[src/rtl/serial_adder_pkg.sv]
// Shared types and constants for the bit-serial adder: FSM state encoding,
// default operand width and the bit-counter width helper.
package serial_adder_pkg;

    localparam int DEFAULT_WIDTH = 8;

    typedef enum logic [1:0] {
        IDLE  = 2'd0,
        SHIFT = 2'd1,
        DONE  = 2'd2
    } state_t;

    // Counter must hold 0..w-1.
    function automatic int cnt_width(input int w);
        return (w < 2) ? 1 : $clog2(w);
    endfunction

endpackage

[src/rtl/serial_adder_fa_cell.sv]
// Single-bit combinational full adder used for each bit-serial step.
module fa_cell (
    input  logic a,
    input  logic b,
    input  logic cin,
    output logic s,
    output logic cout
);

    assign s    = a ^ b ^ cin;
    assign cout = (a & b) | (a & cin) | (b & cin);

endmodule

[src/rtl/serial_adder.sv]
// Bit-serial unsigned adder: one bit pair per cycle, LSB first, through a single fa_cell.
// Define SERIAL_ADDER_CIN_EN to add a Cin port that seeds the initial carry.
module serial_adder
    import serial_adder_pkg::*;
#(
    parameter int WIDTH = DEFAULT_WIDTH
) (
    input  logic             clk,
    input  logic             rst,
    input  logic             start,
    input  logic [WIDTH-1:0] A,
    input  logic [WIDTH-1:0] B,
`ifdef SERIAL_ADDER_CIN_EN
    input  logic             Cin,
`endif
    output logic             busy,
    output logic [WIDTH-1:0] S,
    output logic             Cout,
    output logic             done
);

    localparam int CNT_W = cnt_width(WIDTH);

    state_t             state_q, state_d;
    logic [WIDTH-1:0]   a_q, a_d;
    logic [WIDTH-1:0]   b_q, b_d;
    logic [WIDTH-1:0]   s_q, s_d;
    logic               carry_q, carry_d;
    logic               cout_q, cout_d;
    logic [CNT_W-1:0]   cnt_q, cnt_d;
    logic               cin_init;
    logic               fa_s;
    logic               fa_cout;
    logic               last_bit;

`ifdef SERIAL_ADDER_CIN_EN
    assign cin_init = Cin;
`else
    assign cin_init = 1'b0;
`endif

    assign last_bit = (cnt_q == CNT_W'(WIDTH - 1));

    fa_cell u_fa (
        .a   (a_q[0]),
        .b   (b_q[0]),
        .cin (carry_q),
        .s   (fa_s),
        .cout(fa_cout)
    );

    always_ff @(posedge clk) begin
        if (rst) begin
            state_q <= IDLE;
        end else begin
            state_q <= state_d;
        end
    end

    always_comb begin
        state_d = state_q;
        case (state_q)
            IDLE:    if (start) state_d = SHIFT;
            SHIFT:   if (last_bit) state_d = DONE;
            DONE:    state_d = IDLE;
            default: state_d = IDLE;
        endcase
    end

    always_comb begin
        busy = (state_q == SHIFT) || (state_q == DONE);
        done = (state_q == DONE);
    end

    // Sum bits enter S from the MSB side so after WIDTH shifts bit 0 sits at S[0];
    // Cout is only committed on the last bit so it holds its value while idle.
    always_comb begin
        a_d     = a_q;
        b_d     = b_q;
        s_d     = s_q;
        carry_d = carry_q;
        cout_d  = cout_q;
        cnt_d   = cnt_q;
        case (state_q)
            IDLE: begin
                if (start) begin
                    a_d     = A;
                    b_d     = B;
                    carry_d = cin_init;
                    cnt_d   = '0;
                end
            end
            SHIFT: begin
                a_d     = a_q >> 1;
                b_d     = b_q >> 1;
                s_d     = {fa_s, s_q[WIDTH-1:1]};
                carry_d = fa_cout;
                cnt_d   = cnt_q + CNT_W'(1);
                if (last_bit) cout_d = fa_cout;
            end
            default: ;
        endcase
    end

    always_ff @(posedge clk) begin
        if (rst) begin
            a_q     <= '0;
            b_q     <= '0;
            s_q     <= '0;
            carry_q <= 1'b0;
            cout_q  <= 1'b0;
            cnt_q   <= '0;
        end else begin
            a_q     <= a_d;
            b_q     <= b_d;
            s_q     <= s_d;
            carry_q <= carry_d;
            cout_q  <= cout_d;
            cnt_q   <= cnt_d;
        end
    end

    assign S    = s_q;
    assign Cout = cout_q;

endmodule
[config.mk]
export PLATFORM = sky130hd
export DESIGN_NAME = serial_adder
export DESIGN_NICKNAME = d
export VERILOG_FILES = /design/src/rtl/serial_adder_pkg.sv /design/src/rtl/serial_adder_fa_cell.sv /design/src/rtl/serial_adder.sv
export SDC_FILE = /design/constraint.sdc
export NUM_CORES = 1
export LEC_CHECK = 0
export CAP_MARGIN = 25
export CORE_AREA = 3 3 82 84
export DETAILED_ROUTE_END_ITERATION = 10
export DIE_AREA = 0 0 85 87
export GPL_TIMING_DRIVEN = 0
export SYNTH_ARGS = -nofsm -noshare
export SYNTH_HDL_FRONTEND = slang
export SYNTH_SLANG_ARGS = --single-unit
[constraint.sdc]
create_clock -name clk -period 2 [get_ports clk]
set_input_delay 0.3 -clock clk [delete_from_list [all_inputs] [get_ports clk]]
set_output_delay 0.3 -clock clk [all_outputs]
set_load 0.01 [all_outputs]
==> results.sh, run 1 <==
export IMPL_outcome="finished, final reports clean"
export IMPL_wirelength_um=2990
export IMPL_path_max_fanout=3
export IMPL_synthCells=136
export IMPL_worst_slack_ns=0.183
export IMPL_fin_crit_sh=0.909
export IMPL_synth_seq_cells=31
export IMPL_finalCriticalPeriod_ns=1.82
export IMPL_avgRoutedWirePerCell_um=12.2
export IMPL_ys_warn_count=0
export IMPL_dieHeight_um=87
export IMPL_endpoint="busy"
export IMPL_synth_compound_area_frac=0.161
export IMPL_reg2reg_from="state_q[0]$_SDFFE_PP0P_"
export IMPL_cts_hold_buf=0
export IMPL_synthSimpleGateAreaFrac=0.134
export IMPL_io_pins=30
export IMPL_rows=28
export IMPL_dpl_worst_slack_ns=0.364
export IMPL_drc=0
export IMPL_num_vias=1076
export IMPL_root_buffer="clkbuf_8"
export IMPL_grt_util_all_layers=0.0884
export IMPL_pwr_share_clk=0.302
export IMPL_slowest_delay_ns=0.53
export IMPL_fin_area_um2=1950
export IMPL_start_kind="flop"
export IMPL_worst_pin_slew_ns=0.727
export IMPL_antenna_found_initial=0
export IMPL_slew_viol_final=0
export IMPL_yosys_area_top_type="dfxtp_1"
export IMPL_grt_max_degree=11
export IMPL_fin_nets=197
export IMPL_finalHoldViolations=0
export IMPL_dieArea_um2=7400
export IMPL_setup_viol=0
export IMPL_rr_endpoint="b_q[3]$_SDFFE_PP0P_"
export IMPL_htree_num_levels=2
export IMPL_synth_edff_count=0
export IMPL_yosys_area_top_type_share=0.417
export IMPL_fmax_mhz=550
export IMPL_syn_num_nets=161
export IMPL_placed_area_um2=1870
export IMPL_syn_area_um2=1490
export IMPL_clk_pin_slew_worst_paths_ns=0.06
export IMPL_synth_adder_area_share=0.0555
export IMPL_synthTopCellsByArea="dfxtp_1, mux2i_1, a211oi_2, nor2_2, ha_1"
export IMPL_seq_area_frac_synth=0.417
export IMPL_numCtsBuffers=5
export IMPL_ys_async_sr_fraction=0
export IMPL_skew_ns=0.00596
export IMPL_dp_hpwl_um=2130
export IMPL_crit_start="state_q[0]$_SDFFE_PP0P_"
export IMPL_routabilityCongestion=0.671
export IMPL_port_buffers=29
export IMPL_rsz0062_at_grt="false"
export IMPL_die_w_um=85
export IMPL_drt_iter0_drc=21
export IMPL_synth_xor_area_share=0
export IMPL_synth_most_common_cell="dfxtp_1"
export IMPL_grt_overflow_total=0
export IMPL_crit_slowest_cell="clkdlybuf4s50_1"
export IMPL_viasPerCell=4.37
export IMPL_yosysUniqueCellTypes=24
export IMPL_drive_gt1_frac=0.240
export IMPL_hold_path_class="reg -> reg"
export IMPL_grt_pass1_vias=1104
export IMPL_postCtsSetupBuffers=0
export IMPL_crit_chain="inv_1 -> ha_1 -> clkdlybuf4s50_1"
export IMPL_r2r_cells=6
export IMPL_cts_tree="done"
export IMPL_arrival_ns=1.52
export IMPL_powerDensity_nw_per_um2=745
export IMPL_swShare=0.270
export IMPL_syn_to_final_growth_pct=30.7
export IMPL_cp_end_kind="primary output"
export IMPL_synth_mux_area_frac=0.165
export IMPL_ys_flop_type="dfxtp_1"
export IMPL_initial_core_util=0.249
export IMPL_internal_power_uw=1060
export IMPL_reg2reg_slack_ns=0.47
export IMPL_syn_area_per_cell_um2=10.9
export IMPL_maxSlewHeadroom=0.515
export IMPL_coreArea_um2=5990
export IMPL_cts_max_path_buffers=2
export IMPL_drtPass1Iterations=4
export IMPL_synth_top_family_by_area="multiplexers"
export IMPL_grt_pass1_wl_um=5200
export IMPL_cap_violations=0
export IMPL_setup_tns_ns=0
export IMPL_numClockSinks=31
export IMPL_cts_resized_gates=0
export IMPL_synth_commonest_cells="dfxtp_1, mux2i_1, a211oi_2, nor2_2, nor2_1"
export IMPL_switching_power_uw=391
export IMPL_antenna_cells=0
export IMPL_antenna_left=0
export IMPL_crit_type="reg -> out"
export IMPL_vdd_drop_max_v=0.000352
export IMPL_leakage_uw=0.000706
export IMPL_combPwrFrac=0.222
export IMPL_required_ns=1.70
export IMPL_seq_power_share=0.476
export IMPL_insertion_delay_ns=0.27
layer usage:
metal / up-vias / global-route usage / routed length (µm)
met4: 0 / 0.0345 / 36
met1: 492 / 0.122 / 1510
met3: 5 / 0.0397 / 241
li1: 549 / - / -
met5: - / 0 / 0
met2: 30 / 0.119 / 1200
sequential cells by signal, indices dropped and copies added (netlist names):
signal,count
Cout,1
a_q,8
carry_q,1
b_q,8
S,8
cnt_q,3
state_q,2
cell families after synthesis:
logic type	Yosys count
fa+ha+maj	6
mux	24
compound gates	24
buf+inv	13
flops	31
simple gates	38
cells in the final DEF, fill, tap and decap left out:
master           count
dfxtp_1             31
buf_2                2
nand3_1              1
a32oi_1              3
a21oi_1              6
inv_1                3
mux2_4               1
mux2i_1             23
nand2_1              5
nand3b_1             3
clkdlybuf4s50_1     29
ha_1                 5
a211oi_1             1
buf_6                2
clkbuf_8             5
nor2b_1              1
fa_1                 1
buf_1                1
buf_12               2
clkbuf_4             1
nor3_1               1
a211oi_2            14
nor2_1              11
clkbuf_1             3
nor2_2              14
nand2b_1             2
worst min-delay path by stage:
stage                                   start                 endpoint  cells after the start
after floorplan                           rst  state_q[1]$_SDFFE_PP0P_                      1
after global placement    a_q[7]$_SDFFE_PP0P_      a_q[7]$_SDFFE_PP0P_                      2
after detailed placement  b_q[7]$_SDFFE_PP0P_      b_q[7]$_SDFFE_PP0P_                      2
after CTS                 b_q[7]$_SDFFE_PP0P_      b_q[7]$_SDFFE_PP0P_                      2
after global routing      b_q[7]$_SDFFE_PP0P_      b_q[7]$_SDFFE_PP0P_                      2
final                     b_q[7]$_SDFFE_PP0P_      b_q[7]$_SDFFE_PP0P_                      2
final cells by class:
cell class	instances	area [µm²]
clock buffer	6	72.6
timing repair buffer	29	290
buffer	10	91.3
sequential	31	621
multi-input combinational	92	766
tap	75	93.8
fill	603	4050
inverter	3	11.3
stage by stage:
stage	std cells	hold WS, ns	total power [µW]	util
after global placement	240	0.442	1030	0.313
after floorplan	136	0.379	937	-
after detailed placement	240	0.446	1030	0.313
after CTS	246	0.454	1470	0.325
final	246	0.452	1450	0.325
after global routing	246	0.496	1530	0.325
critical path, delay by kind of cell (launching register included):
| family | cells | cell delay, ns |
|---|---|---|
| adders and majority gates | 1 | 0.27 |
| buffers and inverters | 2 | 0.61 |
| DFF | 1 | 0.37 |
power by group through the flow:
stage	registers, µW	clock network, µW	logic, µW
2_1_floorplan	699	0	238
3_3_place_gp	704	0	323
3_5_place_dp	703	0	325
4_1_cts	690	456	328
5_1_grt	696	481	353
6_report	690	438	322
Power figures use the tool's default switching activity.
==> run 2: changes to the inputs <==
--- a/config.mk
+++ b/config.mk
@@ -6,10 +6,11 @@
 export NUM_CORES = 1
 export LEC_CHECK = 0
 export CAP_MARGIN = 25
-export CORE_AREA = 3 3 82 84
+export CORE_AREA = 3 3 59 61
 export DETAILED_ROUTE_END_ITERATION = 10
-export DIE_AREA = 0 0 85 87
-export GPL_TIMING_DRIVEN = 0
+export DIE_AREA = 0 0 62 64
+export GPL_TIMING_DRIVEN = 1
+export PLACE_DENSITY = 0.76
 export SYNTH_ARGS = -nofsm -noshare
 export SYNTH_HDL_FRONTEND = slang
 export SYNTH_SLANG_ARGS = --single-unit
==> run 2 against run 1 <==
Register-to-register slack worse by 0.09 ns. Final area down 5.5%. Fmax down 3.0%. Clock power down 4%. Die area down 46%. Total power down 3.7%. Via count down 2.5%. Largest cell class unchanged. Sequential share of layout area up 1.9 points. First-iteration DRC count up 110%. Highest routed layer unchanged. Sequential power about the same. Hold slack better by 0.0089 ns.
==> results.sh, run 2 (synthesized netlist as in run 1, its figures left out) <==
export IMPL_clk_pin_slew_worst_paths_ns=0.09
export IMPL_routabilityCongestion=0.702
export IMPL_htree_num_levels=2
export IMPL_drtPass1Iterations=4
export IMPL_antenna_left=0
export IMPL_vdd_drop_max_v=0.000439
export IMPL_dieArea_um2=3970
export IMPL_fin_nets=190
export IMPL_setup_viol=0
export IMPL_fmax_mhz=534
export IMPL_worst_pin_slew_ns=0.484
export IMPL_powerDensity_nw_per_um2=759
export IMPL_finalCriticalPeriod_ns=1.87
export IMPL_rows=20
export IMPL_rsz0062_at_grt="false"
export IMPL_root_buffer="clkbuf_4"
export IMPL_syn_to_final_growth_pct=23.4
export IMPL_required_ns=1.70
export IMPL_worst_slack_ns=0.127
export IMPL_cts_resized_gates=0
export IMPL_numClockSinks=31
export IMPL_drt_iter0_drc=44
export IMPL_cap_violations=0
export IMPL_port_buffers=29
export IMPL_final_common_cell="dfxtp_1"
export IMPL_viasPerCell=5.00
export IMPL_insertion_delay_ns=0.33
export IMPL_dp_hpwl_um=1910
export IMPL_cts_hold_buf=0
export IMPL_fin_crit_sh=0.936
export IMPL_start_kind="flop"
export IMPL_dpl_worst_slack_ns=0.326
export IMPL_grt_pass1_wl_um=4490
export IMPL_hold_path_class="reg -> reg"
export IMPL_antenna_cells=0
export IMPL_finalHoldViolations=0
export IMPL_slew_viol_final=0
export IMPL_postCtsSetupBuffers=0
export IMPL_cts_max_path_buffers=2
export IMPL_initial_core_util=0.492
export IMPL_arrival_ns=1.57
export IMPL_leakage_uw=0.000673
export IMPL_coreArea_um2=3030
export IMPL_crit_chain="inv_1 -> ha_1 -> clkdlybuf4s50_1"
export IMPL_layout_common_cells="dfxtp_1, clkdlybuf4s50_1, mux2i_1"
export IMPL_slowest_delay_ns=0.52
export IMPL_grt_util_all_layers=0.151
export IMPL_grt_max_degree=32
export IMPL_crit_slowest_cell="clkdlybuf4s50_1"
export IMPL_wirelength_um=2720
export IMPL_avgRoutedWirePerCell_um=13.0
export IMPL_numCtsBuffers=5
export IMPL_crit_type="reg -> out"
export IMPL_cts_tree="done"
export IMPL_drc=0
export IMPL_cp_end_kind="primary output"
export IMPL_io_pins=30
export IMPL_grt_overflow_total=0
export IMPL_drive_gt1_frac=0.241
export IMPL_antenna_found_initial=0
export IMPL_dieHeight_um=64
export IMPL_num_vias=1049
export IMPL_maxSlewHeadroom=0.668
export IMPL_skew_ns=0.00879
export IMPL_setup_tns_ns=0
export IMPL_path_max_fanout=3
export IMPL_grt_pass1_vias=1028
export IMPL_die_w_um=62
export IMPL_outcome="finished, final reports clean"
[run 2: cell count changes in the layout (fill, tap and decap cells not counted), sizes merged]
cell | before | now
clkinvlp | 0 | 1
clkbuf | 9 | 7
buf | 7 | 3
[run 2: per-stage QoR]
step           area (µm²)  power, µW  hold WS, ns  instances   util
3_3_place_gp         1770        979        0.443        202  0.583
2_1_floorplan        1490        937        0.379        136      -
3_5_place_dp         1770        993        0.447        202  0.583
6_report             1840       1400        0.460        210  0.607
4_1_cts              1840       1410        0.461        210  0.607
5_1_grt              1840       1470        0.484        210  0.607
[run 2: per-layer routing]
layer	share of wire	up-vias	track usage
met5	0	-	0
met4	0.023	0	0.0716
met3	0.057	7	0.0566
met2	0.46	23	0.229
met1	0.46	484	0.184
li1	-	535	-
[run 2: worst max-delay path: cells and delay by family, from the launching register on]
family / cells / cell delay (ns)
flops: 1 / 0.38
buf+inv: 2 / 0.60
fa+ha+maj: 1 / 0.27
[run 2: worst paths after layout]
check                          start                  end  slack [ns]  depth (start not counted)
max          state_q[1]$_SDFFE_PP0P_                 busy        0.13                          3
min              b_q[7]$_SDFFE_PP0P_  b_q[7]$_SDFFE_PP0P_        0.46                          2
max reg2reg  state_q[1]$_SDFFE_PP0P_  a_q[7]$_SDFFE_PP0P_        0.38                          6
min reg2reg      b_q[7]$_SDFFE_PP0P_  b_q[7]$_SDFFE_PP0P_        0.46                          2
[run 2: final cells by class]
type                       count  area [µm²]
timing repair buffer          32         313
multi-input combinational     92         766
sequential                    31         621
tap                           44        55.1
clock buffer                   7        65.1
fill                         261        1190
inverter                       3        11.3
clock inverter                 1        7.51
[run 2: power breakdown]
| part | total (µW) | internal [µW] | switching (µW) |
|---|---|---|---|
| combinational | 286 | 139 | 146 |
| clock | 420 | 205 | 214 |
| sequential | 690 | 660 | 30.2 |
